**src/rtl/pcm_law_pkg.sv**
```systemverilog
// pcm_law_pkg
// Shared constants for the G.711 compressor: FSM state codes, mu-law
// bias/clip limits and the output inversion masks for both laws.
package pcm_law_pkg;

    // FSM state encoding
    typedef logic [1:0] pcm_state_t;
    localparam pcm_state_t ST_IDLE   = 2'd0;
    localparam pcm_state_t ST_PREP   = 2'd1;
    localparam pcm_state_t ST_SEARCH = 2'd2;
    localparam pcm_state_t ST_DONE   = 2'd3;

    // Number of segment-search cycles (one candidate bit per cycle)
    localparam int unsigned SEARCH_CYCLES = 8;

    // mu-law magnitude bias and clip level (13-bit domain)
    localparam logic [12:0] MU_BIAS = 13'd33;
    localparam logic [12:0] MU_CLIP = 13'd8158;

    // Output inversion masks
    localparam logic [7:0] MU_MASK_POS = 8'hFF;
    localparam logic [7:0] MU_MASK_NEG = 8'h7F;
    localparam logic [7:0] A_MASK_POS  = 8'hD5;
    localparam logic [7:0] A_MASK_NEG  = 8'h55;

endpackage

```
**src/rtl/pcm_mag_prep.sv**
```systemverilog
// pcm_mag_prep
// Combinational front end of the compressor. Splits a 14-bit two's
// complement sample into sign and a 13-bit search value.
//   sin  : captured linear sample
//   law  : 1 = A-law, 0 = mu-law
//   sign : sample sign (1 = negative)
//   val  : mu-law -> clipped magnitude + bias (b)
//          A-law  -> 12-bit magnitude shifted left by one, so both laws
//                    search the same bit positions [12:5] of val
module pcm_mag_prep
    import pcm_law_pkg::*;
(
    input  logic [13:0] sin,
    input  logic        law,
    output logic        sign,
    output logic [12:0] val
);

    logic [13:0] abs_mu;
    logic [12:0] clip_mu;
    logic [11:0] mag_a;

    always_comb begin
        sign   = sin[13];
        // -8192 maps to 14'h2000, which is still the correct unsigned magnitude
        abs_mu = sin[13] ? (~sin + 14'd1) : sin;
        clip_mu = (abs_mu > {1'b0, MU_CLIP}) ? MU_CLIP : abs_mu[12:0];
        // A-law works on SIN >>> 1; for negatives -v-1 is simply ~v
        mag_a  = sin[13] ? ~sin[12:1] : sin[12:1];
        if (law) begin
            val = {mag_a, 1'b0};
        end else begin
            val = clip_mu + MU_BIAS;
        end
    end

endmodule

```
**src/rtl/pcm_compress.sv**
```systemverilog
// pcm_compress
// Sequential 14-bit linear to 8-bit G.711 (A-law / mu-law) compressor.
// One sample at a time: accept, prepare, 8-cycle MSB-first segment search,
// then present the code word until the downstream takes it.
//   clk        : clock, all state on rising edge
//   reset      : asynchronous active-low reset
//   SIN        : 14-bit two's complement sample
//   LAW        : 1 = A-law, 0 = mu-law (captured with SIN)
//   SIN_VALID  : SIN/LAW valid
//   SIN_READY  : block idle and able to accept
//   SOUT       : 8-bit G.711 code word
//   SOUT_VALID : SOUT holds a result
//   SOUT_READY : downstream accepts SOUT
module pcm_compress
    import pcm_law_pkg::*;
(
    input  logic        clk,
    input  logic        reset,
    input  logic [13:0] SIN,
    input  logic        LAW,
    input  logic        SIN_VALID,
    output logic        SIN_READY,
    output logic [7:0]  SOUT,
    output logic        SOUT_VALID,
    input  logic        SOUT_READY
);

    pcm_state_t  state_reg;
    logic [13:0] sin_reg;
    logic        law_reg;
    logic        sign_reg;
    logic [12:0] val_reg;
    logic [2:0]  cnt_reg;
    logic        found_reg;
    logic [2:0]  seg_reg;
    logic [7:0]  sout_reg;
    logic        sout_valid_reg;

    logic        prep_sign;
    logic [12:0] prep_val;
    logic [3:0]  bit_idx;
    logic        test_bit;
    logic [3:0]  mant_shift;
    logic [3:0]  mant;
    logic [7:0]  mask;
    logic [7:0]  code;

    pcm_mag_prep u_prep (
        .sin  (sin_reg),
        .law  (law_reg),
        .sign (prep_sign),
        .val  (prep_val)
    );

    // Search cycle k tests val[12-k]; a hit there means segment 7-k for
    // both laws thanks to the A-law pre-shift in pcm_mag_prep.
    assign bit_idx  = 4'd12 - {1'b0, cnt_reg};
    assign test_bit = val_reg[bit_idx];

    // Mantissa shift expressed on val: mu-law b >> (seg+1); A-law
    // mag >> seg == val >> (seg+1), with segments 0/1 both using mag >> 1.
    always_comb begin
        if (law_reg && (seg_reg < 3'd2)) begin
            mant_shift = 4'd2;
        end else begin
            mant_shift = {1'b0, seg_reg} + 4'd1;
        end
        mant = 4'(val_reg >> mant_shift);
        if (law_reg) begin
            mask = sign_reg ? A_MASK_NEG : A_MASK_POS;
        end else begin
            mask = sign_reg ? MU_MASK_NEG : MU_MASK_POS;
        end
        code = {1'b0, seg_reg, mant} ^ mask;
    end

    // Ready only while idle and out of reset (reset gates it immediately)
    assign SIN_READY  = (state_reg == ST_IDLE) && reset;
    assign SOUT       = sout_reg;
    assign SOUT_VALID = sout_valid_reg;

    always_ff @(posedge clk or negedge reset) begin
        if (!reset) begin
            state_reg      <= ST_IDLE;
            sin_reg        <= '0;
            law_reg        <= 1'b0;
            sign_reg       <= 1'b0;
            val_reg        <= '0;
            cnt_reg        <= '0;
            found_reg      <= 1'b0;
            seg_reg        <= '0;
            sout_reg       <= '0;
            sout_valid_reg <= 1'b0;
        end else begin
            case (state_reg)
                ST_IDLE: begin
                    if (SIN_VALID && SIN_READY) begin
                        sin_reg   <= SIN;
                        law_reg   <= LAW;
                        state_reg <= ST_PREP;
                    end
                end
                ST_PREP: begin
                    sign_reg  <= prep_sign;
                    val_reg   <= prep_val;
                    cnt_reg   <= '0;
                    found_reg <= 1'b0;
                    seg_reg   <= '0;
                    state_reg <= ST_SEARCH;
                end
                ST_SEARCH: begin
                    // Sticky: only the first (highest) set bit defines seg
                    if (!found_reg && test_bit) begin
                        found_reg <= 1'b1;
                        seg_reg   <= 3'd7 - cnt_reg;
                    end
                    cnt_reg <= cnt_reg + 3'd1;
                    if (cnt_reg == 3'(SEARCH_CYCLES - 1)) begin
                        state_reg <= ST_DONE;
                    end
                end
                ST_DONE: begin
                    // First DONE cycle loads the result; afterwards hold
                    // until the downstream handshake.
                    if (!sout_valid_reg) begin
                        sout_reg       <= code;
                        sout_valid_reg <= 1'b1;
                    end else if (SOUT_READY) begin
                        sout_valid_reg <= 1'b0;
                        state_reg      <= ST_IDLE;
                    end
                end
                default: begin
                    state_reg <= ST_IDLE;
                end
            endcase
        end
    end

endmodule

```
**config.mk**
```make
export PLATFORM = sky130hd
export DESIGN_NAME = pcm_compress
export DESIGN_NICKNAME = d
export VERILOG_FILES = /design/src/rtl/pcm_law_pkg.sv /design/src/rtl/pcm_mag_prep.sv /design/src/rtl/pcm_compress.sv
export SDC_FILE = /design/constraint.sdc
export NUM_CORES = 1
export LEC_CHECK = 0
export ABC_AREA = 1
export CORE_MARGIN = 4
export CORE_UTILIZATION = 53
export CTS_CLUSTER_SIZE = 24
export DETAILED_ROUTE_END_ITERATION = 7
export PLACE_DENSITY = 0.77
export SKIP_LAST_GASP = 1
export SYNTH_ARGS = -nofsm -noshare
export SYNTH_HDL_FRONTEND = slang
export SYNTH_SLANG_ARGS = --single-unit
```
**constraint.sdc**
```tcl
create_clock -name clk -period 2.7 [get_ports clk]
set_clock_uncertainty 0.1 [all_clocks]
set_input_delay 0.405 -clock clk [delete_from_list [all_inputs] [get_ports clk]]
set_output_delay 0.405 -clock clk [all_outputs]
set_load 0.05 [all_outputs]
```
==> results by group, run 1 <==
Status
  • Status: finished with violations
  • Failing checks: negative setup slack

Synthesis
  • Post-Syn Area: 0.003496 sq mm
  • Main combinational cell family by area after synthesis: simple AND/OR/NAND/NOR gates
  • Compound-Gate Fraction of Synth Area: 0.2008
  • Post-Synth XOR/XNOR Area: 0.005011
  • Seq cells post-synth: 47
  • Sequential share of the synthesized area: 0.3364
  • Post-synthesis cell count: 515
  • Mux share of post-synthesis cell area: 0.002863
  • Synth Area in Adders: 0.03937
  • Synth Area in Simple Gates: 0.3164
  • Yosys cell types: 43
  • Mean post-synth cell area: 6.788 sq um
  • Mapped Nets: 545
  • Yosys warning total: 0

Setup path
  • Crit path arrival time: 2.79 ns
  • Logic depth of the worst path, buffers included: 18
  • Crit Path Class: flip-flop to flip-flop
  • CP bufs+invs: 1
  • Top delay family on crit path: simple AND/OR/NAND/NOR gates
  • Startpoint types: flip-flop
  • Critical Path Sink Type: flip-flop
  • CP required: 2.78 ns
  • R2R Path End: val_reg[4]
  • Slowest cell delay on critical path: 0.43 ns
  • Critical path fanouts, max: 7
  • Reg2Reg Depth: 18
  • Reg2Reg Setup Slack: -0.007 ns
  • Worst r2r src: sin_reg[5]
  • Crit-path cells: nor2_1, nand3_4, nand2_4, nand2_1, nand2_2, nand3_4, nor2_4, nand3_1, nor2_1, nor2_2, nand2_1, inv_2, ha_4, nand2_4, nor2_4, or2_2, nand3_1, a31oi_1
  • CP max stage cell: dfrtp_1

Drt
  • First drt pass iteration count: 5
  • Via density: 5.724
  • Routed wire per std cell: 15.31 microns
  • DR vias: 3,692
  • ANT nets after route: 0
  • Drt total wl: 9877 microns
  • Number of remaining DRC errors: 0
  • Number of DRC markers in iteration 0: 291

Clock tree
  • Buffer depth of the longest clock path: 2
  • # H-tree levels: 2
  • Root buf cell: clkbuf_8
  • Clock sink count: 47
  • Clock-pin transition on the worst setup and hold timing paths: 0.10 ns
  • Clock latency on the worst-skew pair: 0.31 ns
  • CTS Buf Count: 5
  • Post-CTS Hold Buffers: 0
  • CTS tree: done

Place
  • RePlAce Congestion: 0.9160
  • Dpl hpwl: 7073 microns
  • Port bufs: 28

Floorplan
  • Die Width: 89.22 microns
  • Cell row count: 29
  • Die Height: 89.22 microns
  • Core area: 0.006386 sq mm
  • Die area: 0.007959 sq mm
  • IO Count: 29
  • Initial Util: 0.5474

Timing
  • Crit path time final: 2.707 ns
  • Final Max Slew Viols: 0
  • Fmax: 369.4 MHz
  • Slew headroom: 0.5435
  • RSZ-0062 raised after global routing: true
  • Setup violation total in the final timing report: 1
  • Final Hold Viols: 0
  • Worst-margin pin slew: 0.6840 ns
  • Worst setup margin: -0.006877 ns
  • Final period util: 1.003

Final layout
  • Commonest non-fill, non-tap cell in the layout: nand2_1
  • Layout Utilization: 0.6750
  • Antenna diodes: 0
  • Layout cells sized above 1: 0.1937
  • Nets@finish: 597
  • Most frequent cells in the layout: 116 x nand2_1, 62 x inv_1, 58 x o21ai_0
  • Number of flip-flops under the largest register name: 14
  • Area Overhead vs Synth: 23.30%

Hold path
  • Worst Hold Class: primary input to async pin

Run
  • # Max-Cap Violations: 0

GRT
  • Largest net degree at the start of global routing: 48
  • Global Route Usage Sum: 0.2473
  • Number of global-route vias before repair: 3,434
  • First-pass GRT wire length: 15,500 microns
  • Gr ovfl total: 0
  • Initial antenna violation count: 0
synth_stat cells, drive strengths merged:
cell     instances  share of area
nand2          135           0.15
a22o             1         0.0025
buf              7          0.013
nand3           52          0.082
dfrtp           47           0.34
or2              1         0.0018
a311oi           1         0.0025
o22ai            4         0.0072
o2111ai          1         0.0025
xnor2            1         0.0025
a31oi            7          0.013
o41ai            1         0.0025
nand4            4         0.0072
a311o            1         0.0029
o21ai           63          0.091
mux2i            1         0.0029
ha              11          0.039
a21oi           30          0.045
nor3             2         0.0061
o221ai           1         0.0025
o31ai            2         0.0043
clkinv           4         0.0050
o211ai           9          0.021
inv             68          0.073
nor4             1         0.0036
xor2             1         0.0025
nor2            49          0.063
a22oi            2         0.0043
clkbuf           8         0.0086
kinds of logic (layout without fill, tap and decap cells):
kind of cell | after synthesis | count (layout)
flip-flops | 47 | 47
AO/OA/AOI/OAI | 123 | 123
buffers and inverters | 87 | 140
AND/OR/NAND/NOR | 244 | 244
adder cells (fa/ha/maj) | 11 | 11
multiplexers | 1 | 1
XOR/XNOR | 2 | 2
worst max-delay path by stage:
stage,slack (ns),startpoint,to
after floorplan,0.14,sin_reg[0],val_reg[4]
after global placement,0.03,sin_reg[1],val_reg[4]
after detailed placement,-0.05,sin_reg[1],val_reg[4]
after CTS,0.02,sin_reg[3],val_reg[4]
after global routing,-0.19,sin_reg[1],val_reg[12]
final,-0.007,sin_reg[5],val_reg[4]
repair_timing:
| item | CTS | global route |
|---|---|---|
| endpoints found under the setup margin | 5 | 11 |
| endpoints found under the hold margin | 0 | 0 |
| buffers inserted | 1 | 10 |
| pin swaps | 2 | 24 |
| gates resized for setup | 4 | 43 |
cell type report:
class	instances	area, sq um
clock buffer	5	68.82
clock inverter	3	22.52
fill	542	2076
inverter	72	274.0
multi-input combinational	381	2152
sequential	47	1177
tap	77	96.34
timing repair buffer	60	519.2
metrics by stage:
stage | TNS (ns) | hold slack (ns) | area (sq um) | worst slack, ns | std cells
final | -0.006877 | 0.1201 | 4310 | -0.006877 | 645
after global placement | 0 | 0.3600 | 3951 | 0.03027 | 626
after global routing | -1.198 | 0.1616 | 4310 | -0.1869 | 645
after CTS | 0 | 0.1442 | 4065 | 0.01663 | 635
after detailed placement | -0.07658 | 0.3633 | 3951 | -0.04653 | 626
after floorplan | 0 | 0.009409 | 3496 | 0.1364 | 515
layer usage:
layer  part of all wire  global-route usage
met4              0.027             0.09472
met1               0.41              0.3041
met2               0.51              0.4367
met5                  0                   0
met3              0.054             0.03502
Power of run 1 is not shown: default switching activity piles up to over one toggle a cycle in this logic, so the estimate is an artifact.
==> run 2: changes to the inputs <==
Settings changed: CORE_ASPECT_RATIO set to 0.6.
==> run 2 against run 1 <==
Against the previous run:
- the flow still finishes with violations (negative setup slack)
- critical path type unchanged
- non-clock buffer count up 11
- final cell count up 2.8%
- sequential share of layout area down 1.1 points
- final area up 4.2%
- largest cell class unchanged
- routed wire length up 8.5%
- maximum frequency down 0.65%
- first-iteration DRC count up 66%
- worst hold slack better by 0.063 ns
- global-route usage up 0.16 points
- count of clock-buffer cells in the layout unchanged
==> results by group, run 2 (same netlist as run 1, synthesis figures left out) <==
GRT
  • Global Route Usage Sum: 0.2489
  • Number of global-route vias before repair: 3,167
  • Initial antenna violation count: 0
  • Largest net degree at the start of global routing: 48
  • First-pass GRT wire length: 15,900 microns
  • Gr ovfl total: 0

Hold path
  • Worst Hold Class: primary input to async pin

Floorplan
  • Cell row count: 22
  • Die Width: 112.9 microns
  • Die area: 0.008002 sq mm
  • Die Height: 70.91 microns
  • IO Count: 29
  • Initial Util: 0.5595
  • Core area: 0.006248 sq mm

Setup path
  • Critical path fanouts, max: 7
  • Crit path to: val_reg[4]
  • CP Launch Point: sin_reg[1]
  • Reg2Reg Depth: 19
  • R2R Path End: val_reg[4]
  • Crit Path Class: flip-flop to flip-flop
  • Critical Path Sink Type: flip-flop
  • CP required: 2.80 ns
  • Crit path arrival time: 2.83 ns
  • Reg2Reg Setup Slack: -0.02 ns
  • Worst r2r src: sin_reg[1]
  • Startpoint types: flip-flop

Drt
  • Via density: 5.741
  • First drt pass iteration count: 8
  • Number of remaining DRC errors: 0
  • Number of DRC markers in iteration 0: 482
  • ANT nets after route: 0
  • DR vias: 3,806
  • Drt total wl: 10,720 microns
  • Routed wire per std cell: 16.17 microns

Clock tree
  • Clock sink count: 47
  • Clock latency on the worst-skew pair: 0.31 ns
  • CTS tree: done
  • # H-tree levels: 2
  • CTS Buf Count: 5
  • Clock-pin transition on the worst setup and hold timing paths: 0.10 ns
  • Root buf cell: clkbuf_8
  • Buffer depth of the longest clock path: 2

Timing
  • RSZ-0062 raised after global routing: true
  • Slew headroom: 0.5745
  • Setup_tns: -0.05377 ns
  • Worst setup margin: -0.02451 ns
  • Fmax: 367.0 MHz
  • Worst-margin pin slew: 0.6343 ns
  • Crit path time final: 2.725 ns
  • Final period util: 1.009
  • Final Hold Viols: 0
  • Setup violation total in the final timing report: 3
  • Final Max Slew Viols: 0

Place
  • Post-DP Area: 0.004018 sq mm
  • Dpl hpwl: 7590 microns
  • RePlAce Congestion: 0.9873
  • Port bufs: 28

Run
  • # Max-Cap Violations: 0

Final layout
  • Nets@finish: 608
  • Finished Cell Area: 0.004493 sq mm
  • Antenna diodes: 0
  • Layout cells sized above 1: 0.2314
  • Number of flip-flops under the largest register name: 14
  • Most frequent cells in the layout: 113 x nand2_1, 60 x inv_1, 59 x o21ai_0
  • Area Overhead vs Synth: 28.53%
  • Commonest non-fill, non-tap cell in the layout: nand2_1

Status
  • Status: finished with violations
  • Failing checks: negative setup slack
-- run 2: worst max-delay path, stage by stage (launching register included) --
cell and delay [ns]:
dfrtp_1 0.40, inv_2 0.09, ha_4 0.17, nand3_2 0.13, nand2_4 0.12, nand2_1 0.08, nand2_2 0.11, nand3_4 0.11
nor2_4 0.14, nand3_2 0.10, nor2_4 0.14, nor2_4 0.06, nand2_2 0.08, inv_2 0.05, ha_4 0.17, nand2_4 0.07
nor2_4 0.05, or2_2 0.27, nand3_1 0.07, a31oi_1 0.09
-- run 2: final cells by class --
class	instances	area (sq um)
multi-input cells	381	2221
clock buffers	5	68.82
inverters	72	272.8
clock inverters	3	20.02
repair buffers	71	626.9
flip-flops and latches	47	1179
well taps	84	105.1
fillers	488	1755
-- run 2: metrics by stage --
stage	hold slack (ns)	std cells	setup slack, ns	util
after floorplan	0.009409	515	0.1364	-
after global placement	0.3657	639	0.003251	0.6430
after detailed placement	0.3771	639	-0.04933	0.6430
after CTS	0.2112	647	0.005504	0.6612
after global routing	0.2418	663	-0.1840	0.7191
final	0.1836	663	-0.02451	0.7191
-- run 2: worst min-delay path by stage --
stage	startpoint	to	cells past startpoint
finish	reset	sin_reg[0]	2
global route	reset	sin_reg[1]	2
CTS	reset	sin_reg[0]	2
detailed placement	SOUT[4]	SOUT[4]	2
global placement	sign_reg	SOUT[7]	1
floorplan	reset	SOUT[0]	0
-- run 2: per-layer routing --
layer	routed length (microns)	global-route usage	up-vias	share of wire
li1	-	-	1830	-
met4	129	0.04000	0	0.012
met2	4114	0.3222	226	0.38
met5	0	0	-	0
met1	5122	0.4078	1733	0.48
met3	1353	0.06752	17	0.13
-- run 2: what timing repair did --
item | 4_1_cts | 5_1_grt
pin swaps | 1 | 29
buffers inserted | 0 | 16
resized for setup | 5 | 61
hold buffers | 0 | 0
endpoints found under the setup margin | 6 | 12
hold endpoints to repair | 0 | 0
Power of run 2 is left out for the same reason.
==> run 3: changes to the inputs <==
Settings changed: CAP_MARGIN set to 15.
==> results of run 3 <==
No change in the layout: final DEF, timing and power equal those of run 2.
Power of run 3 is left out for the same reason.
